`src/rtl/msx_mapper_bridge.sv`:
```
// MSX memory-mapper to PSRAM bridge.
// Decodes slot memory cycles and the four mapper ports, translates the Z80
// address through the segment registers and issues single-byte PSRAM
// transactions. Reads are answered from PSRAM (or from the segment registers
// for mapper port reads); a busy timeout aborts a stuck transfer.
module msx_mapper_bridge #(
   parameter int         SEG_BITS = 8,
   parameter logic [7:0] IO_BASE  = 8'hFC,
   parameter bit         READBACK = 1'b1,
   parameter int         TIMEOUT  = 255
) (
   input  logic                 clk_72m,
   input  logic                 bus_reset_n,
   input  logic [15:0]          bus_addr,
   input  logic [7:0]           bus_din,
   input  logic                 bus_mreq_n,
   input  logic                 bus_iorq_n,
   input  logic                 bus_rd_n,
   input  logic                 bus_wr_n,
   input  logic                 bus_sltsl_n,
   input  logic                 bus_rfsh_n,
   input  logic                 bus_clk_3m6,
   output logic [7:0]           bus_dout,
   output logic                 bus_drive,
   output logic                 psram_read,
   output logic                 psram_write,
   output logic [SEG_BITS+13:0] psram_addr,
   output logic [15:0]          psram_din,
   input  logic [15:0]          psram_dout,
   input  logic                 psram_busy,
   output logic                 timeout_err
);

   localparam int AW = SEG_BITS + 14;
   localparam int CW = $clog2(TIMEOUT + 1);

   typedef enum logic [3:0] {
      IDLE, WR_SYNC, WR_ISSUE, WR_WAIT, WR_DONE,
      RD_ISSUE, RD_WAIT, RD_HOLD, IO_HOLD
   } state_t;

   state_t state, state_nxt;

   logic [3:0][SEG_BITS-1:0] seg, seg_eff;
   logic                     mem_rd, mem_wr, io_hit, io_wr, io_rd, io_wr_q, seg_we;
   logic [AW-1:0]            addr_cur, addr_q;
   logic [7:0]               data_q, rd_byte, io_rdata;
   logic [CW-1:0]            cnt;
   logic                     ld_addr, ld_data, fire_wr, cnt_clr, cnt_inc;
   logic                     rd_ok, rd_tmo, tmo, io_go, drv_off;

   assign mem_rd = !bus_mreq_n && !bus_rd_n && !bus_sltsl_n && bus_rfsh_n;
   assign mem_wr = !bus_mreq_n && !bus_wr_n && !bus_sltsl_n && bus_rfsh_n;
   assign io_hit = !bus_iorq_n && (bus_addr[7:2] == IO_BASE[7:2]);
   assign io_wr  = io_hit && !bus_wr_n;
   assign io_rd  = READBACK && io_hit && !bus_rd_n;
   assign seg_we = io_wr && !io_wr_q;

   // Segment view with this cycle's port write already applied, so a memory
   // cycle decoded in the same clock translates through the new value.
   always_comb begin
      seg_eff = seg;
      if (seg_we) seg_eff[bus_addr[1:0]] = bus_din[SEG_BITS-1:0];
   end

   assign addr_cur = {seg_eff[bus_addr[15:14]], bus_addr[13:0]};
   assign rd_byte  = addr_q[0] ? psram_dout[15:8] : psram_dout[7:0];

   // Port readback: unused high bits read as 1.
   always_comb begin
      io_rdata                 = 8'hFF;
      io_rdata[SEG_BITS-1:0]   = seg[bus_addr[1:0]];
   end

   assign psram_read = (state == RD_ISSUE);
   assign psram_addr = addr_q;
   assign psram_din  = {data_q, data_q};

   // Segment registers and mapper-port write edge detector.
   always_ff @(posedge clk_72m or negedge bus_reset_n) begin
      if (!bus_reset_n) begin
         io_wr_q <= 1'b0;
         for (int i = 0; i < 4; i++) seg[i] <= SEG_BITS'(3 - i);
      end else begin
         io_wr_q <= io_wr;
         if (seg_we) seg[bus_addr[1:0]] <= bus_din[SEG_BITS-1:0];
      end
   end

   // FSM state register.
   always_ff @(posedge clk_72m or negedge bus_reset_n) begin
      if (!bus_reset_n) state <= IDLE;
      else              state <= state_nxt;
   end

   // Next-state and per-state control strobes for the datapath.
   always_comb begin
      state_nxt = state;
      ld_addr   = 1'b0;
      ld_data   = 1'b0;
      fire_wr   = 1'b0;
      cnt_clr   = 1'b0;
      cnt_inc   = 1'b0;
      rd_ok     = 1'b0;
      rd_tmo    = 1'b0;
      tmo       = 1'b0;
      io_go     = 1'b0;
      drv_off   = 1'b0;
      case (state)
         IDLE: begin
            cnt_clr = 1'b1;
            if (mem_wr) begin
               ld_addr = 1'b1; ld_data = 1'b1; state_nxt = WR_SYNC;
            end else if (mem_rd) begin
               ld_addr = 1'b1; state_nxt = RD_ISSUE;
            end else if (io_rd) begin
               io_go = 1'b1; state_nxt = IO_HOLD;
            end
         end
         // Z80 write data is only valid late in the cycle: wait for a low
         // then high phase of the Z80 clock, resampling all the while.
         WR_SYNC: begin
            ld_addr = 1'b1; ld_data = 1'b1;
            if (!bus_clk_3m6) state_nxt = WR_ISSUE;
         end
         WR_ISSUE: begin
            ld_addr = 1'b1; ld_data = 1'b1;
            if (bus_clk_3m6) begin
               fire_wr = 1'b1; state_nxt = WR_WAIT;
            end
         end
         WR_WAIT: begin
            if (!psram_busy && !mem_wr) state_nxt = IDLE;
            else if (psram_busy) begin
               if (cnt == CW'(TIMEOUT)) begin
                  tmo = 1'b1; state_nxt = WR_DONE;
               end else cnt_inc = 1'b1;
            end
         end
         WR_DONE:  if (!mem_wr) state_nxt = IDLE;
         RD_ISSUE: state_nxt = RD_WAIT;
         RD_WAIT: begin
            if (!psram_busy) begin
               rd_ok = 1'b1; state_nxt = RD_HOLD;
            end else if (cnt == CW'(TIMEOUT)) begin
               rd_tmo = 1'b1; tmo = 1'b1; state_nxt = RD_HOLD;
            end else cnt_inc = 1'b1;
         end
         RD_HOLD, IO_HOLD: begin
            if (bus_rd_n) begin
               drv_off = 1'b1; state_nxt = IDLE;
            end
         end
         default: state_nxt = IDLE;
      endcase
   end

   // Datapath: latched request, write pulse, timeout counter, bus return.
   always_ff @(posedge clk_72m or negedge bus_reset_n) begin
      if (!bus_reset_n) begin
         addr_q      <= '0;
         data_q      <= '0;
         psram_write <= 1'b0;
         cnt         <= '0;
         bus_dout    <= 8'hFF;
         bus_drive   <= 1'b0;
         timeout_err <= 1'b0;
      end else begin
         if (ld_addr) addr_q <= addr_cur;
         if (ld_data) data_q <= bus_din;
         psram_write <= fire_wr;
         if (cnt_clr)      cnt <= '0;
         else if (cnt_inc) cnt <= cnt + CW'(1);
         if (tmo) timeout_err <= 1'b1;
         if (rd_ok) begin
            bus_dout <= rd_byte; bus_drive <= 1'b1;
         end else if (rd_tmo) begin
            bus_dout <= 8'hFF; bus_drive <= 1'b1;
         end else if (io_go) begin
            bus_dout <= io_rdata; bus_drive <= 1'b1;
         end else if (drv_off) begin
            bus_dout <= 8'hFF; bus_drive <= 1'b0;
         end
      end
   end

endmodule
```
`config.mk`:
```
export PLATFORM = sky130hd
export DESIGN_NAME = msx_mapper_bridge
export DESIGN_NICKNAME = d
export VERILOG_FILES = /design/src/rtl/msx_mapper_bridge.sv
export SDC_FILE = /design/constraint.sdc
export NUM_CORES = 1
export LEC_CHECK = 0
export BUFFER_PORTS_ARGS = -buffer_cell sky130_fd_sc_hd__buf_2
export CORE_UTILIZATION = 55
export CTS_CLUSTER_SIZE = 28
export DETAILED_ROUTE_END_ITERATION = 8
export PLACE_DENSITY = 0.84
export SYNTH_ARGS = -nofsm -noshare
export SYNTH_HDL_FRONTEND = slang
export SYNTH_SLANG_ARGS = --single-unit
```
`constraint.sdc`:
```
create_clock -name clk_72m -period 2.6 [get_ports clk_72m]
set_input_delay 0.26 -clock clk_72m [delete_from_list [all_inputs] [get_ports clk_72m]]
set_output_delay 0.26 -clock clk_72m [all_outputs]
set_load 0.03 [all_outputs]
```
==> reports/metrics.yaml <==
outcome: "complete, no violations"
first_iter_violations: 233
grt_overflow_total: 0
antenna_left: 0
tightest_slew_ns: 1.01
vdd_drop_max_mv: 0.668
dr.pass1.iters: 5
drive_gt1_frac: 0.465
grt_use_total: 0.253
synth_cells: 382
startpoint_type: "flip-flop"
end_kind: "flip-flop"
clock-sinks: 86
placed_cell_area_um2: 5100
grt_pass1_wl_um: 16700
numCtsBuffers: 9
layout_commonest_cell: "buf_2"
yosys_warnings: 0
tns_ns: 0
power.density_nw_per_um2: 1040
whs_ns: 0.135
reg2reg_slack_ns: 0.40
grt_max_degree: 53
cts_root_buffer: "clkbuf_8"
dp_cells: 567
leakage_nw: 2.58
ys_seq_elements: 86
synth-edff-count: 0
stdcell_count: 584
setup.worst_path.end: "psram_addr[18]$_DFFE_PN0P_"
crit_fanout: 8
die_h_um: 92.6
layout.nets: 528
num_rows: 32
start_util: 0.575
die_w_um: 92.6
ios: 100
crit_required_ns: 2.84
clk_pin_slew_ns: 0.08
final_hold_viol_count: 0
reg2reg_from: "io_wr_q$_DFF_PN0_"
maxCapViolCount: 0
period_minus_slack_ns: 2.20
fillCellCount: 598
gp_congestion: 0.793
drv_slew: 0
dpl.hpwl_um: 7280
syn_area_per_cell_um2: 11.8
cts-htree-levels: 3
cts_tree: "yes"
slew_headroom: 0.322
hp-class: "in -> reg"
clock_latency_ns: 0.35
finalWirelength_um: 10300
path_class: "reg -> reg"
diodes: 0
setup_viol: 0
syn_nets: 433
fin_crit_sh: 0.846
vias: 3454
skew_ns: 0.00750
io_buffers: 99
grt_pass1_vias: 3345
cts_setup_buffers: 0
async_reset_ff_frac: 1.00
rsz0062_at_grt: "no"
drcViolationCount: 0
synth_cell_type_count: 58
wl_per_cell_um: 17.7
fmax_mhz: 455
antenna_found_initial: 0
layout-area-overhead-vs-synth_pct: 17.9
synth-main-ff-cell: "dfrtp_1"
crit_path_start: "io_wr_q$_DFF_PN0_"
core_area_um2: 7850
dieArea_um2: 8580
r2r_cells: 5
final_cell_mix: "buf_2 (98), dfrtp_1 (74), mux2_2 (65), nand2_1 (26)"
avgViaCountPerCell: 5.91
fin_area_um2: 5320
cp.arrival_ns: 2.44
regToRegEndpoint: "psram_addr[18]$_DFFE_PN0P_"
clockBufferDepth: 2
ys_seq_area_frac: 0.480
synth.cell_area_um2: 4520
metrics by stage:
stage                     setup WS, ns  power (mW)  utilization
final                            0.401        5.56        0.678
after global routing             0.261        5.85        0.678
after CTS                        0.410        5.59        0.678
after detailed placement         0.326        4.55        0.650
after global placement           0.364        4.47        0.650
after floorplan                  0.582        3.91            -
cells by family (layout without fill, tap and decap cells):
logic type,after synthesis,in the layout,share of synthesized area
muxes,83,83,0.224
and+or+nand+nor,113,113,0.152
xor gates and xnor gates,3,3,0.00582
DFF,86,86,0.480
adders and majority gates,1,1,0.00277
buffers and inverters,40,140,0.0424
AOI/OAI and AO/OA,56,56,0.0934
synth_stat cells, types with 4 or more instances:
| cell type | count | area [µm²] |
|---|---|---|
| nand2b_1 | 8 | 50.1 |
| mux2i_1 | 10 | 100 |
| a21oi_1 | 9 | 45.0 |
| and2_1 | 6 | 37.5 |
| o21ai_0 | 8 | 40.0 |
| buf_4 | 8 | 60.1 |
| mux4_2 | 8 | 180 |
| nor3b_1 | 5 | 37.5 |
| mux2_2 | 65 | 732 |
| nor2_1 | 11 | 41.3 |
| or3_1 | 4 | 25.0 |
| clkbuf_1 | 13 | 48.8 |
| nand3_1 | 9 | 45.0 |
| dfstp_2 | 12 | 315 |
| nand4_1 | 4 | 25.0 |
| nand2_1 | 26 | 97.6 |
| o221a_2 | 9 | 101 |
| dfrtp_1 | 74 | 1850 |
| inv_1 | 12 | 45.0 |
| nand3b_1 | 7 | 52.6 |
| o22ai_1 | 8 | 50.1 |
| nor2b_1 | 5 | 31.3 |
critical path, cell delays in order (launching register included):
cell,delay [ns]
dfrtp_1,0.39
or3_1,0.37
or4_1,0.64
mux2_2,0.37
nand3b_1,0.16
o221a_2,0.15
power by group:
part	total [mW]	switching, mW	internal (mW)	leakage [nW]
combinational	2.57	1.56	1.01	1.39
clock	1.04	0.471	0.566	0.110
sequential	1.95	0.254	1.70	1.09
registers in the layout (all words and copies together), names as in the netlist:
signal / cells
bus_dout: 8
bus_drive: 1
cnt: 8
data_q: 8
io_wr_q: 1
psram_addr: 22
psram_write: 1
seg: 32
state: 4
timeout_err: 1
worst min-delay path by stage:
stage	startpoint	to	slack (ns)	depth (start not counted)
6_report	bus_addr[12]	psram_addr[12]$_DFFE_PN0P_	0.13	2
3_3_place_gp	bus_reset_n	state[1]$_DFFE_PN0P_	0.35	1
3_5_place_dp	bus_reset_n	psram_write$_DFF_PN0_	0.36	1
4_1_cts	bus_addr[12]	psram_addr[12]$_DFFE_PN0P_	0.13	2
2_1_floorplan	bus_reset_n	bus_drive$_DFFE_PN0P_	-0.04	0
5_1_grt	bus_addr[12]	psram_addr[12]$_DFFE_PN0P_	0.13	2
per-layer routing:
layer | share of wire | up-vias | global-route usage
li1 | - | 1600 | -
met1 | 0.43 | 1728 | 0.338
met2 | 0.50 | 113 | 0.419
met3 | 0.055 | 13 | 0.0369
met4 | 0.016 | 0 | 0.0974
met5 | 0 | - | 0
repair_timing:
item,in CTS,in global routing
endpoints found under the hold margin,47,0
gates resized for setup,0,0
endpoints found under the setup margin,0,0
hold buffers,1,0
final cells by class:
type	count	area, µm²	area share
clock inverters	4	70.1	0.0132
well taps	102	128	0.0240
multi-input cells	256	2160	0.405
repair buffers	112	611	0.115
flip-flops and latches	86	2170	0.407
inverters	12	45.0	0.00846
clock buffers	12	145	0.0273
No activity file was read; power rests on OpenSTA's default activity.
